$ cat src/rtl/pipeline_stall_ctrl_if.sv
// Hazard/memory request inputs and stall/flush control outputs of the pipeline stall sequencer.
// The controller sits on the slave modport, and the pipeline datapath sits on the master modport.
interface pipeline_stall_ctrl_if #(
  parameter int CNT_W = 32
);
  logic             load_use;
  logic             br_taken;
  logic             mem_req;
  logic             mem_ack;
  logic             pc_write;
  logic             if_de_write;
  logic             if_de_flush;
  logic             de_ex_write;
  logic             de_ex_flush;
  logic             ex_mem_write;
  logic             mem_wb_write;
  logic             mem_wb_bubble;
  logic [CNT_W-1:0] stall_cnt;
  logic [CNT_W-1:0] flush_cnt;
  logic             mem_timeout;

  modport master (
    output load_use, br_taken, mem_req, mem_ack,
    input  pc_write, if_de_write, if_de_flush, de_ex_write, de_ex_flush,
           ex_mem_write, mem_wb_write, mem_wb_bubble, stall_cnt, flush_cnt, mem_timeout
  );

  modport slave (
    input  load_use, br_taken, mem_req, mem_ack,
    output pc_write, if_de_write, if_de_flush, de_ex_write, de_ex_flush,
           ex_mem_write, mem_wb_write, mem_wb_bubble, stall_cnt, flush_cnt, mem_timeout
  );
endinterface

$ cat src/rtl/pipeline_stall_ctrl.sv
// Stall/flush sequencer for the 5-stage pipeline. Mealy outputs (zero latency from the hazard inputs).
// A data-memory stall freezes every stage; a watchdog latches ERR, which holds the freeze until reset.
module pipeline_stall_ctrl #(
  parameter int CNT_W       = 32,
  parameter int MEM_TIMEOUT = 255,
  parameter int TO_W        = 8
) (
  input logic                  clk,
  input logic                  rst,
  pipeline_stall_ctrl_if.slave bus
);

  typedef enum logic [1:0] {RUN, LU_BUBBLE, MEM_WAIT, ERR} state_t;

  localparam logic [TO_W-1:0] TIMEOUT_V = TO_W'(MEM_TIMEOUT);

  state_t           state, state_nxt;
  logic [TO_W-1:0]  wait_cnt, wait_nxt;
  logic [CNT_W-1:0] stall_cnt, flush_cnt;
  logic             freeze, flush_ev, timeout;
  logic             pc_write, if_de_write, if_de_flush, de_ex_write, de_ex_flush;
  logic             ex_mem_write, mem_wb_write, mem_wb_bubble;

  always_comb begin
    state_nxt     = state;
    wait_nxt      = wait_cnt;
    freeze        = 1'b0;
    flush_ev      = 1'b0;
    timeout       = 1'b0;
    pc_write      = 1'b1;
    if_de_write   = 1'b1;
    if_de_flush   = 1'b0;
    de_ex_write   = 1'b1;
    de_ex_flush   = 1'b0;
    ex_mem_write  = 1'b1;
    mem_wb_write  = 1'b1;
    mem_wb_bubble = 1'b0;

    unique case (state)
      RUN, LU_BUBBLE: begin
        if (bus.mem_req && !bus.mem_ack) begin
          freeze    = 1'b1;
          state_nxt = MEM_WAIT;
          wait_nxt  = TO_W'(1);
        end else if (bus.br_taken) begin
          // The instruction in DE is squashed, so its load-use hazard is moot
          flush_ev  = 1'b1;
          state_nxt = RUN;
        end else if (bus.load_use && state == RUN) begin
          pc_write    = 1'b0;
          if_de_write = 1'b0;
          de_ex_flush = 1'b1;
          state_nxt   = LU_BUBBLE;
        end else begin
          state_nxt = RUN;
        end
      end
      MEM_WAIT: begin
        if (!bus.mem_ack) begin
          freeze = 1'b1;
          if (MEM_TIMEOUT != 0 && wait_cnt == TIMEOUT_V) begin
            timeout   = 1'b1;
            state_nxt = ERR;
            wait_nxt  = '0;
          end else begin
            wait_nxt = wait_cnt + TO_W'(1);
          end
        end else begin
          flush_ev  = bus.br_taken;
          state_nxt = RUN;
          wait_nxt  = '0;
        end
      end
      ERR: begin
        freeze  = 1'b1;
        timeout = 1'b1;
      end
      default: state_nxt = RUN;
    endcase

    if (flush_ev) begin
      if_de_flush = 1'b1;
      de_ex_flush = 1'b1;
    end
    if (freeze) begin
      pc_write      = 1'b0;
      if_de_write   = 1'b0;
      de_ex_write   = 1'b0;
      ex_mem_write  = 1'b0;
      mem_wb_write  = 1'b0;
      mem_wb_bubble = 1'b1;
    end

    // Reset overrides everything so that no control pulse escapes while reset is held
    if (rst) begin
      pc_write      = 1'b0;
      if_de_write   = 1'b0;
      if_de_flush   = 1'b0;
      de_ex_write   = 1'b0;
      de_ex_flush   = 1'b0;
      ex_mem_write  = 1'b0;
      mem_wb_write  = 1'b0;
      mem_wb_bubble = 1'b0;
      timeout       = 1'b0;
      flush_ev      = 1'b0;
    end
  end

  always_ff @(posedge clk or posedge rst) begin
    if (rst) begin
      state     <= RUN;
      wait_cnt  <= '0;
      stall_cnt <= '0;
      flush_cnt <= '0;
    end else begin
      state    <= state_nxt;
      wait_cnt <= wait_nxt;
      if (!pc_write && stall_cnt != '1)
        stall_cnt <= stall_cnt + CNT_W'(1);
      if (flush_ev && flush_cnt != '1)
        flush_cnt <= flush_cnt + CNT_W'(1);
    end
  end

  assign bus.pc_write      = pc_write;
  assign bus.if_de_write   = if_de_write;
  assign bus.if_de_flush   = if_de_flush;
  assign bus.de_ex_write   = de_ex_write;
  assign bus.de_ex_flush   = de_ex_flush;
  assign bus.ex_mem_write  = ex_mem_write;
  assign bus.mem_wb_write  = mem_wb_write;
  assign bus.mem_wb_bubble = mem_wb_bubble;
  assign bus.stall_cnt     = stall_cnt;
  assign bus.flush_cnt     = flush_cnt;
  assign bus.mem_timeout   = timeout;

endmodule

$ cat src/flat_wrapper.sv
// flat-port wrapper written by rule: the top's interface ports become plain ports
module pipeline_stall_ctrl_flat 
#(
  parameter int CNT_W       = 32,
  parameter int MEM_TIMEOUT = 255,
  parameter int TO_W        = 8
)
  (clk, rst, bus_load_use, bus_br_taken, bus_mem_req, bus_mem_ack, bus_pc_write, bus_if_de_write, bus_if_de_flush, bus_de_ex_write, bus_de_ex_flush, bus_ex_mem_write, bus_mem_wb_write, bus_mem_wb_bubble, bus_stall_cnt, bus_flush_cnt, bus_mem_timeout);
  pipeline_stall_ctrl_if #(.CNT_W(CNT_W)) bus_i ();
  input logic clk;
  input logic rst;
  input wire logic [$bits(bus_i.load_use)-1:0] bus_load_use;
  input wire logic [$bits(bus_i.br_taken)-1:0] bus_br_taken;
  input wire logic [$bits(bus_i.mem_req)-1:0] bus_mem_req;
  input wire logic [$bits(bus_i.mem_ack)-1:0] bus_mem_ack;
  output wire logic [$bits(bus_i.pc_write)-1:0] bus_pc_write;
  output wire logic [$bits(bus_i.if_de_write)-1:0] bus_if_de_write;
  output wire logic [$bits(bus_i.if_de_flush)-1:0] bus_if_de_flush;
  output wire logic [$bits(bus_i.de_ex_write)-1:0] bus_de_ex_write;
  output wire logic [$bits(bus_i.de_ex_flush)-1:0] bus_de_ex_flush;
  output wire logic [$bits(bus_i.ex_mem_write)-1:0] bus_ex_mem_write;
  output wire logic [$bits(bus_i.mem_wb_write)-1:0] bus_mem_wb_write;
  output wire logic [$bits(bus_i.mem_wb_bubble)-1:0] bus_mem_wb_bubble;
  output wire logic [$bits(bus_i.stall_cnt)-1:0] bus_stall_cnt;
  output wire logic [$bits(bus_i.flush_cnt)-1:0] bus_flush_cnt;
  output wire logic [$bits(bus_i.mem_timeout)-1:0] bus_mem_timeout;
  assign bus_i.load_use = bus_load_use;
  assign bus_i.br_taken = bus_br_taken;
  assign bus_i.mem_req = bus_mem_req;
  assign bus_i.mem_ack = bus_mem_ack;
  assign bus_pc_write = bus_i.pc_write;
  assign bus_if_de_write = bus_i.if_de_write;
  assign bus_if_de_flush = bus_i.if_de_flush;
  assign bus_de_ex_write = bus_i.de_ex_write;
  assign bus_de_ex_flush = bus_i.de_ex_flush;
  assign bus_ex_mem_write = bus_i.ex_mem_write;
  assign bus_mem_wb_write = bus_i.mem_wb_write;
  assign bus_mem_wb_bubble = bus_i.mem_wb_bubble;
  assign bus_stall_cnt = bus_i.stall_cnt;
  assign bus_flush_cnt = bus_i.flush_cnt;
  assign bus_mem_timeout = bus_i.mem_timeout;
  pipeline_stall_ctrl #(.CNT_W(CNT_W), .MEM_TIMEOUT(MEM_TIMEOUT), .TO_W(TO_W)) u_core (.clk(clk), .rst(rst), .bus(bus_i));
endmodule
$ cat config.mk
export PLATFORM = sky130hd
export DESIGN_NAME = pipeline_stall_ctrl_flat
export DESIGN_NICKNAME = d
export VERILOG_FILES = /design/src/rtl/pipeline_stall_ctrl_if.sv /design/src/rtl/pipeline_stall_ctrl.sv /design/src/flat_wrapper.sv
export SDC_FILE = /design/constraint.sdc
export NUM_CORES = 1
export LEC_CHECK = 0
export ABC_CLOCK_PERIOD_IN_PS = 6620
export BUFFER_PORTS_ARGS = -buffer_cell sky130_fd_sc_hd__clkbuf_2
export CAP_MARGIN = 20
export CORE_MARGIN = 2
export CORE_UTILIZATION = 50
export CTS_CLUSTER_SIZE = 24
export DETAILED_ROUTE_END_ITERATION = 10
export GPL_ROUTABILITY_DRIVEN = 1
export PLACE_DENSITY = 0.74
export SKIP_CTS_REPAIR_TIMING = 1
export SLEW_MARGIN = 20
export SYNTH_ARGS = -nofsm -noshare
export SYNTH_HDL_FRONTEND = slang
export SYNTH_SLANG_ARGS = --single-unit
$ cat constraint.sdc
create_clock -name clk -period 6.62 [get_ports clk]
set_input_delay 1.324 -clock clk [delete_from_list [all_inputs] [get_ports clk]]
set_output_delay 1.324 -clock clk [all_outputs]
set_load 0.02 [all_outputs]
==> run_results.csv, run 1 <==
group,metric,value,unit
run_status,outcome,"complete, no violations",
setup_path,crit_type,"in2out",
yosys,ys_top_cells_by_count,"74 x dfrtp_1, 38 x xnor2_1, 37 x nand3_1",
floorplanning,floorplan.die.height,91.0,um
setup_path,cp_max_fo,16,
yosys,netlist_area,3790,sq um
global_routing,grt_use_met2,0.320,
detailed_routing,drc,0,
yosys,netlist_instances,360,
detailed_routing,antenna_left,0,
yosys,muxShareOfSynthArea,0.00892,
worst_hold_path,min_from,"u_core.bus.flush_cnt[31]",
placement,portBuffers,78,
yosys,yosys_warnings,0,
yosys,synthAdderAreaFrac,0.00991,
sta,fmax,0.242,GHz
power,switching_share,0.308,
final_layout,drive_gt1_frac,0.263,
cts,numCtsBuffers,9,
yosys,avgSynthCellArea,10.5,sq um
sta,rsz0062_at_grt,"false",
yosys,yosysMostFrequentCell,"dfrtp_1",
setup_path,max_stage_delay,0.40,ns
yosys,synth_edf_count,0,
setup_path,r2r-end,"u_core.bus.flush_cnt[1]",
yosys,synth_seq_cells,74,
yosys,async_flop_share,1.00,
sta,clock_skew,0.0110,ns
setup_path,path_delay_family,"simple AND/OR/NAND/NOR gates",
setup_path,cp-start-kind,"input pin",
yosys,synth-xor-area-share,0.141,
global_routing,grt_util_all_layers,0.207,
floorplanning,die_w,91.0,um
setup_path,endpoint_kind,"output pin",
yosys,ys.flop_type,"dfrtp_1",
sta,hold_viol,0,
detailed_routing,drt_iter0_drc,201,
final_layout,num-nets-final,450,
floorplanning,coreArea,7290,sq um
sta,fin_tns_setup,0,ns
global_routing,grt_pass1_vias,2914,
detailed_routing,dr.pass1.iters,4,
sta,drv_slew,0,
power,power_density,271,nW/um^2
final_layout,post-route-cell-area,4490,sq um
final_layout,fin_cells,544,
global_routing,grt_util_met1,0.271,
worst_hold_path,min_path_cells,1,
power,clkPwrFrac,0.346,
power,switching_power,0.374,mW
yosys,synth_simple_gate_area_frac,0.273,
final_layout,antenna_cells,0,
cts,path_clk_slew,0.07,ns
detailed_routing,vias,3022,
global_routing,antenna_found_initial,0,
yosys,post_synth_num_cell_types,51,
placement,place_area,4250,sq um
floorplanning,row_count,31,
cts,cts_root_buf,"clkbuf_8",
detailed_routing,wirelength,8000,um
final_layout,syn_to_final_growth,18.6,%
setup_path,cp_cell_sequence,"clkbuf_2 -> o21ba_2 -> nor3_4 -> nand2_1 -> inv_1 -> clkbuf_2",
global_routing,grt_max_degree,75,
cts,tritoncts,"done",
power,power_frac_seq,0.471,
cts,cts_sinks,74,
cts,cts_buffer_depth,2,
yosys,ys_top_cells_by_area,"dfrtp_1 49%, xnor2_1 8.8%, xor2_1 5.3%",
detailed_routing,vias_per_cell,5.56,
placement,place_congestion,0.893,
cts,htree_levels,3,
floorplanning,io_pins,79,
global_routing,busiest_layer,"met2",
setup_path,crit_required,5.30,ns
worst_hold_path,holdPathEnd,"u_core.bus.flush_cnt[31]",
floorplanning,die_area,8290,sq um
sta,worstMarginPinSlew,0.910,ns
yosys,synth_compound_area_frac,0.0581,
power,p_int,0.843,mW
power,irDropWorstVdd,0.254,mV
yosys,synth_top_family_by_area,"simple AND/OR/NAND/NOR gates",
sta,fin_crit_sh,0.624,
setup_path,reg2reg_slack,4.07,ns
floorplanning,start_util,0.520,
setup_path,crit-reg2reg-launch,"u_core.bus.flush_cnt[4]",
setup_path,cpMaxStageDelayCell,"nand2_1",
setup_path,cpMostUsedCell,"clkbuf_2",
global_routing,grt_overflow,0,
global_routing,use_met3,0.0714,
sta,relSlewSlack,0.394,
setup_path,cp_data_arrival_time,2.81,ns
global_routing,grt_pass1_wl,14000,um
run,maxCapViolCount,0,
placement,hpwl,5780,um
worst_hold_path,hp-class,"reg2reg",
yosys,yosysTopAreaCell,"dfrtp_1",
sta,finalCriticalPeriod,4.13,ns
setup_path,cp_num_buf_inv,3,
placement,dpl.cell_count,529,
sta,setup_viol,0,
detailed_routing,wire_per_inst,14.7,um
power,leakage,2.08,nW
yosys,synthesis.nets,369,
yosys,synth_top_area_share,0.489,
setup_path,r2r_cells,5,
power,power_frac_comb,0.183,
yosys,seq_area_frac_synth,0.489,
cts,clock_latency,0.35,ns
-- cell families (layout without fill, tap and decap cells) --
| group | count (synthesis) | after routing |
|---|---|---|
| flip-flops | 74 | 74 |
| multiplexers | 3 | 3 |
| AND/OR/NAND/NOR | 177 | 177 |
| AO/OA/AOI/OAI | 28 | 28 |
| XOR/XNOR | 61 | 61 |
| adder cells (fa/ha/maj) | 3 | 3 |
| buffers and inverters | 14 | 99 |
-- sequential cells by signal (all words and copies together) (netlist names) --
signal,cells
u_core.wait_cnt,8
u_core.bus.flush_cnt,32
u_core.bus.stall_cnt,32
u_core.state,2
-- how the worst max path moves through the flow --
stage,cells after the start,start,slack (ns),to
3_5_place_dp,6,bus_mem_req,2.50,bus_if_de_write
6_report,6,bus_mem_req,2.49,bus_if_de_write
4_1_cts,6,bus_mem_req,2.49,bus_if_de_write
5_1_grt,6,bus_mem_req,2.37,bus_if_de_write
2_1_floorplan,4,rst,1.51,bus_de_ex_flush
3_3_place_gp,6,bus_mem_req,2.52,bus_pc_write
-- area by class of cell --
type                            count  area, sq um
Fill cell                         635         2800
Multi-Input combinational cell    272         1860
Sequential cell                    74         1850
Timing Repair Buffer               79          398
Clock buffer                       10          138
Tap cell                           99          124
Clock inverter                      5          103
Inverter                            5         18.8
-- routing by layer --
layer / wire length (um) / vias to the layer above
li1: - / 1465
met1: 3610 / 1445
met4: 102 / 0
met5: 0 / -
met3: 523 / 11
met2: 3770 / 101
-- stage by stage --
stage                      util  setup WS (ns)  hold slack (ns)  power, mW
after floorplan               -           1.51            0.444      0.723
after global placement    0.583           2.52            0.468      0.796
after detailed placement  0.583           2.50            0.495      0.805
after CTS                 0.616           2.49            0.510       1.23
after global routing      0.616           2.37            0.529       1.28
final                     0.616           2.49            0.503       1.22
-- power groups by stage --
stage	Combinational (mW)	Sequential, mW	Clock (mW)
detailed placement	0.225	0.580	0
floorplan	0.107	0.616	0
finish	0.222	0.574	0.421
global route	0.246	0.585	0.452
CTS	0.225	0.573	0.430
global placement	0.219	0.577	0
-- layout by cell type, fill, tap and decap left out, drive strengths merged, types with 3 or more instances in the layout --
master,netlist,routed
nand4,29,29
nor2,20,20
o21a,3,3
inv,5,5
bufinv,0,3
a31oi,3,3
nor4,8,8
or2,3,3
dfrtp,74,74
ha,3,3
xnor2,38,38
mux2,3,3
xor2,23,23
nand2,23,23
nor3,20,20
nand3,37,37
and4,4,4
a21oi,6,6
nand2b,3,3
or3,4,4
and3,14,14
clkbuf,3,88
and2,4,4
o21ai,6,6
Note: power is estimated with default switching activity, not from simulation.
==> run 2: changes to the inputs <==
--- a/config.mk
+++ b/config.mk
@@ -5,7 +5,8 @@
 export SDC_FILE = /design/constraint.sdc
 export NUM_CORES = 1
 export LEC_CHECK = 0
-export ABC_CLOCK_PERIOD_IN_PS = 6620
+export ABC_AREA = 1
+export ABC_CLOCK_PERIOD_IN_PS = 3500
 export BUFFER_PORTS_ARGS = -buffer_cell sky130_fd_sc_hd__clkbuf_2
 export CAP_MARGIN = 20
 export CORE_MARGIN = 2
==> constraint.sdc (replaced) <==
create_clock -name clk -period 3.5 [get_ports clk]
set_input_delay 0.7 -clock clk [delete_from_list [all_inputs] [get_ports clk]]
set_output_delay 0.7 -clock clk [all_outputs]
set_load 0.02 [all_outputs]
==> run_results.csv, run 2 <==
group,metric,value,unit
detailed_routing,wl_met1,5850,um
final_layout,post-route-cell-area,5730,sq um
sta,fin_tns_setup,0,ns
yosys,ys_top_cells_by_area,"dfrtp_1 36%, nand2_1 30%, nor2_1 8.3%",
placement,place_congestion,0.880,
global_routing,grt_pass1_vias,4826,
detailed_routing,dr.pass1.iters,5,
yosys,seq_area_frac_synth,0.364,
global_routing,grt_pass1_wl,21800,um
sta,clock_skew,0.00856,ns
final_layout,syn_to_final_growth,12.4,%
floorplanning,die_w,105,um
sta,worstMarginPinSlew,0.857,ns
floorplanning,floorplan.die.height,105,um
setup_path,crit_type,"reg2out",
yosys,synth_top_area_share,0.364,
setup_path,cp_data_arrival_time,1.90,ns
global_routing,grt_util_all_layers,0.241,
cts,cts_root_buf,"clkbuf_8",
final_layout,final_cell_mix,"401 x nand2_1, 113 x nor2_1, 78 x clkbuf_2",
setup_path,startpoint,"u_core.wait_cnt[0]",
global_routing,grt_max_degree,66,
power,leakage,2.89,nW
sta,fmax,0.385,GHz
yosys,synth_simple_gate_area_frac,0.486,
yosys,synthesis.nets,810,
cts,htree_levels,3,
yosys,ys.flop_type,"dfrtp_1",
sta,rsz0062_at_grt,"false",
setup_path,r2r-end,"u_core.bus.flush_cnt[29]",
detailed_routing,vias_per_cell,5.05,
setup_path,crit_required,2.80,ns
floorplanning,start_util,0.519,
setup_path,cp_max_fo,4,
floorplanning,row_count,36,
detailed_routing,vias,5122,
yosys,netlist_instances,801,
cts,path_clk_slew,0.07,ns
setup_path,r2r_cells,9,
setup_path,crit-reg2reg-launch,"u_core.bus.flush_cnt[0]",
yosys,yosysMostFrequentCell,"nand2_1",
global_routing,antenna_found_initial,0,
yosys,muxShareOfSynthArea,0,
setup_path,reg2reg_slack,1.22,ns
sta,setup_viol,0,
final_layout,layout_commonest_cell,"nand2_1",
yosys,ys_top_cells_by_count,"401 x nand2_1, 113 x nor2_1, 74 x dfrtp_1",
sta,finalCriticalPeriod,2.60,ns
final_layout,num-nets-final,887,
worst_hold_path,hp-class,"in2async",
yosys,synthAdderAreaFrac,0.00737,
yosys,async_flop_share,1.00,
detailed_routing,wire_per_inst,12.4,um
floorplanning,io_pins,79,
cts,clock_latency,0.35,ns
final_layout,fillers,1004,
final_layout,utilization,0.583,
detailed_routing,wirelength,12600,um
cts,cts_buffer_depth,2,
yosys,avgSynthCellArea,6.36,sq um
cts,tritoncts,"done",
final_layout,antenna_cells,0,
cts,numCtsBuffers,9,
placement,place_area,5540,sq um
global_routing,grt_overflow,0,
yosys,synth-xor-area-share,0.0413,
run,maxCapViolCount,0,
setup_path,endpoint_kind,"output pin",
final_layout,top_regs,"u_core.bus.flush_cnt x32, u_core.bus.stall_cnt x32, u_core.wait_cnt x8",
yosys,yosysTopAreaCell,"dfrtp_1",
detailed_routing,drt_iter0_drc,304,
setup_path,cp-start-kind,"flip-flop",
yosys,post_synth_num_cell_types,32,
setup_path,crit_end,"bus_mem_timeout",
power,irDropWorstVdd,0.145,mV
yosys,netlist_area,5090,sq um
sta,hold_viol,0,
detailed_routing,drc,0,
floorplanning,coreArea,9820,sq um
run_status,outcome,"complete, no violations",
yosys,yosys_warnings,0,
cts,cts_sinks,74,
detailed_routing,wl_met3,749,um
sta,fin_crit_sh,0.743,
yosys,synth_seq_cells,74,
placement,hpwl,9560,um
power,power_density,270,nW/um^2
yosys,synth_edf_count,0,
yosys,synth_top_family_by_area,"simple AND/OR/NAND/NOR gates",
sta,relSlewSlack,0.429,
placement,portBuffers,78,
floorplanning,die_area,11000,sq um
sta,drv_slew,0,
detailed_routing,topRoutingLayerUsed,"met4",
detailed_routing,antenna_left,0,
yosys,synth_compound_area_frac,0.0246,
detailed_routing,wl_met2,5840,um
final_layout,drive_gt1_frac,0.146,
[run 2: layout make-up]
type | count | area, sq um | share of cell area
clock buffer | 12 | 145 | 0.0253
timing repair buffer | 80 | 405 | 0.0708
tap | 133 | 166 | 0.0291
clock inverter | 3 | 40.0 | 0.00699
multi-input combinational | 645 | 2850 | 0.498
inverter | 68 | 264 | 0.0461
sequential | 74 | 1850 | 0.323
[run 2: critical path, stage by stage, from the launching register on]
cell and delay [ns]:
dfrtp_1 0.40, ha_1 0.21, nand2_1 0.08, nor2_1 0.22, nand3_1 0.17, o21a_1 0.22
nor2_1 0.08, clkbuf_2 0.17
[run 2: worst min path at each step]
stage	start	end	slack, ns	cells past startpoint
5_1_grt	rst	u_core.state[0]	0.38	2
2_1_floorplan	u_core.wait_cnt[6]	u_core.wait_cnt[6]	0.46	2
3_5_place_dp	u_core.wait_cnt[6]	u_core.wait_cnt[6]	0.50	2
6_report	rst	u_core.wait_cnt[0]	0.37	2
4_1_cts	rst	u_core.wait_cnt[0]	0.36	2
3_3_place_gp	u_core.wait_cnt[6]	u_core.wait_cnt[6]	0.48	2
[run 2: report_power, final]
group          total (mW)  switching, mW  internal [mW]
clock network       0.662          0.318          0.344
logic              0.0288         0.0240        0.00476
registers           0.854              0          0.854
[run 2: through the flow]
stage / worst slack, ns / hold WS (ns) / cells / power (mW)
after floorplan: 0.182 / 0.463 / 801 / 0.889
after global placement: 1.16 / 0.482 / 1000 / 0.901
after detailed placement: 1.10 / 0.495 / 1000 / 0.902
after CTS: 0.890 / 0.362 / 1015 / 1.56
after global routing: 0.744 / 0.380 / 1015 / 1.60
final: 0.899 / 0.375 / 1015 / 1.54
[run 2: cells by family after synthesis]
kind of cell             Yosys count
flip-flops                        74
buffers and inverters             82
XOR/XNOR                          24
AND/OR/NAND/NOR                  598
AO/OA/AOI/OAI                     20
adder cells (fa/ha/maj)            3
[run 2: routing by layer]
metal | track usage | vias up
li1 | - | 2608
met2 | 0.399 | 146
met1 | 0.329 | 2352
met3 | 0.0318 | 16
met5 | 0 | -
met4 | 0.0762 | 0
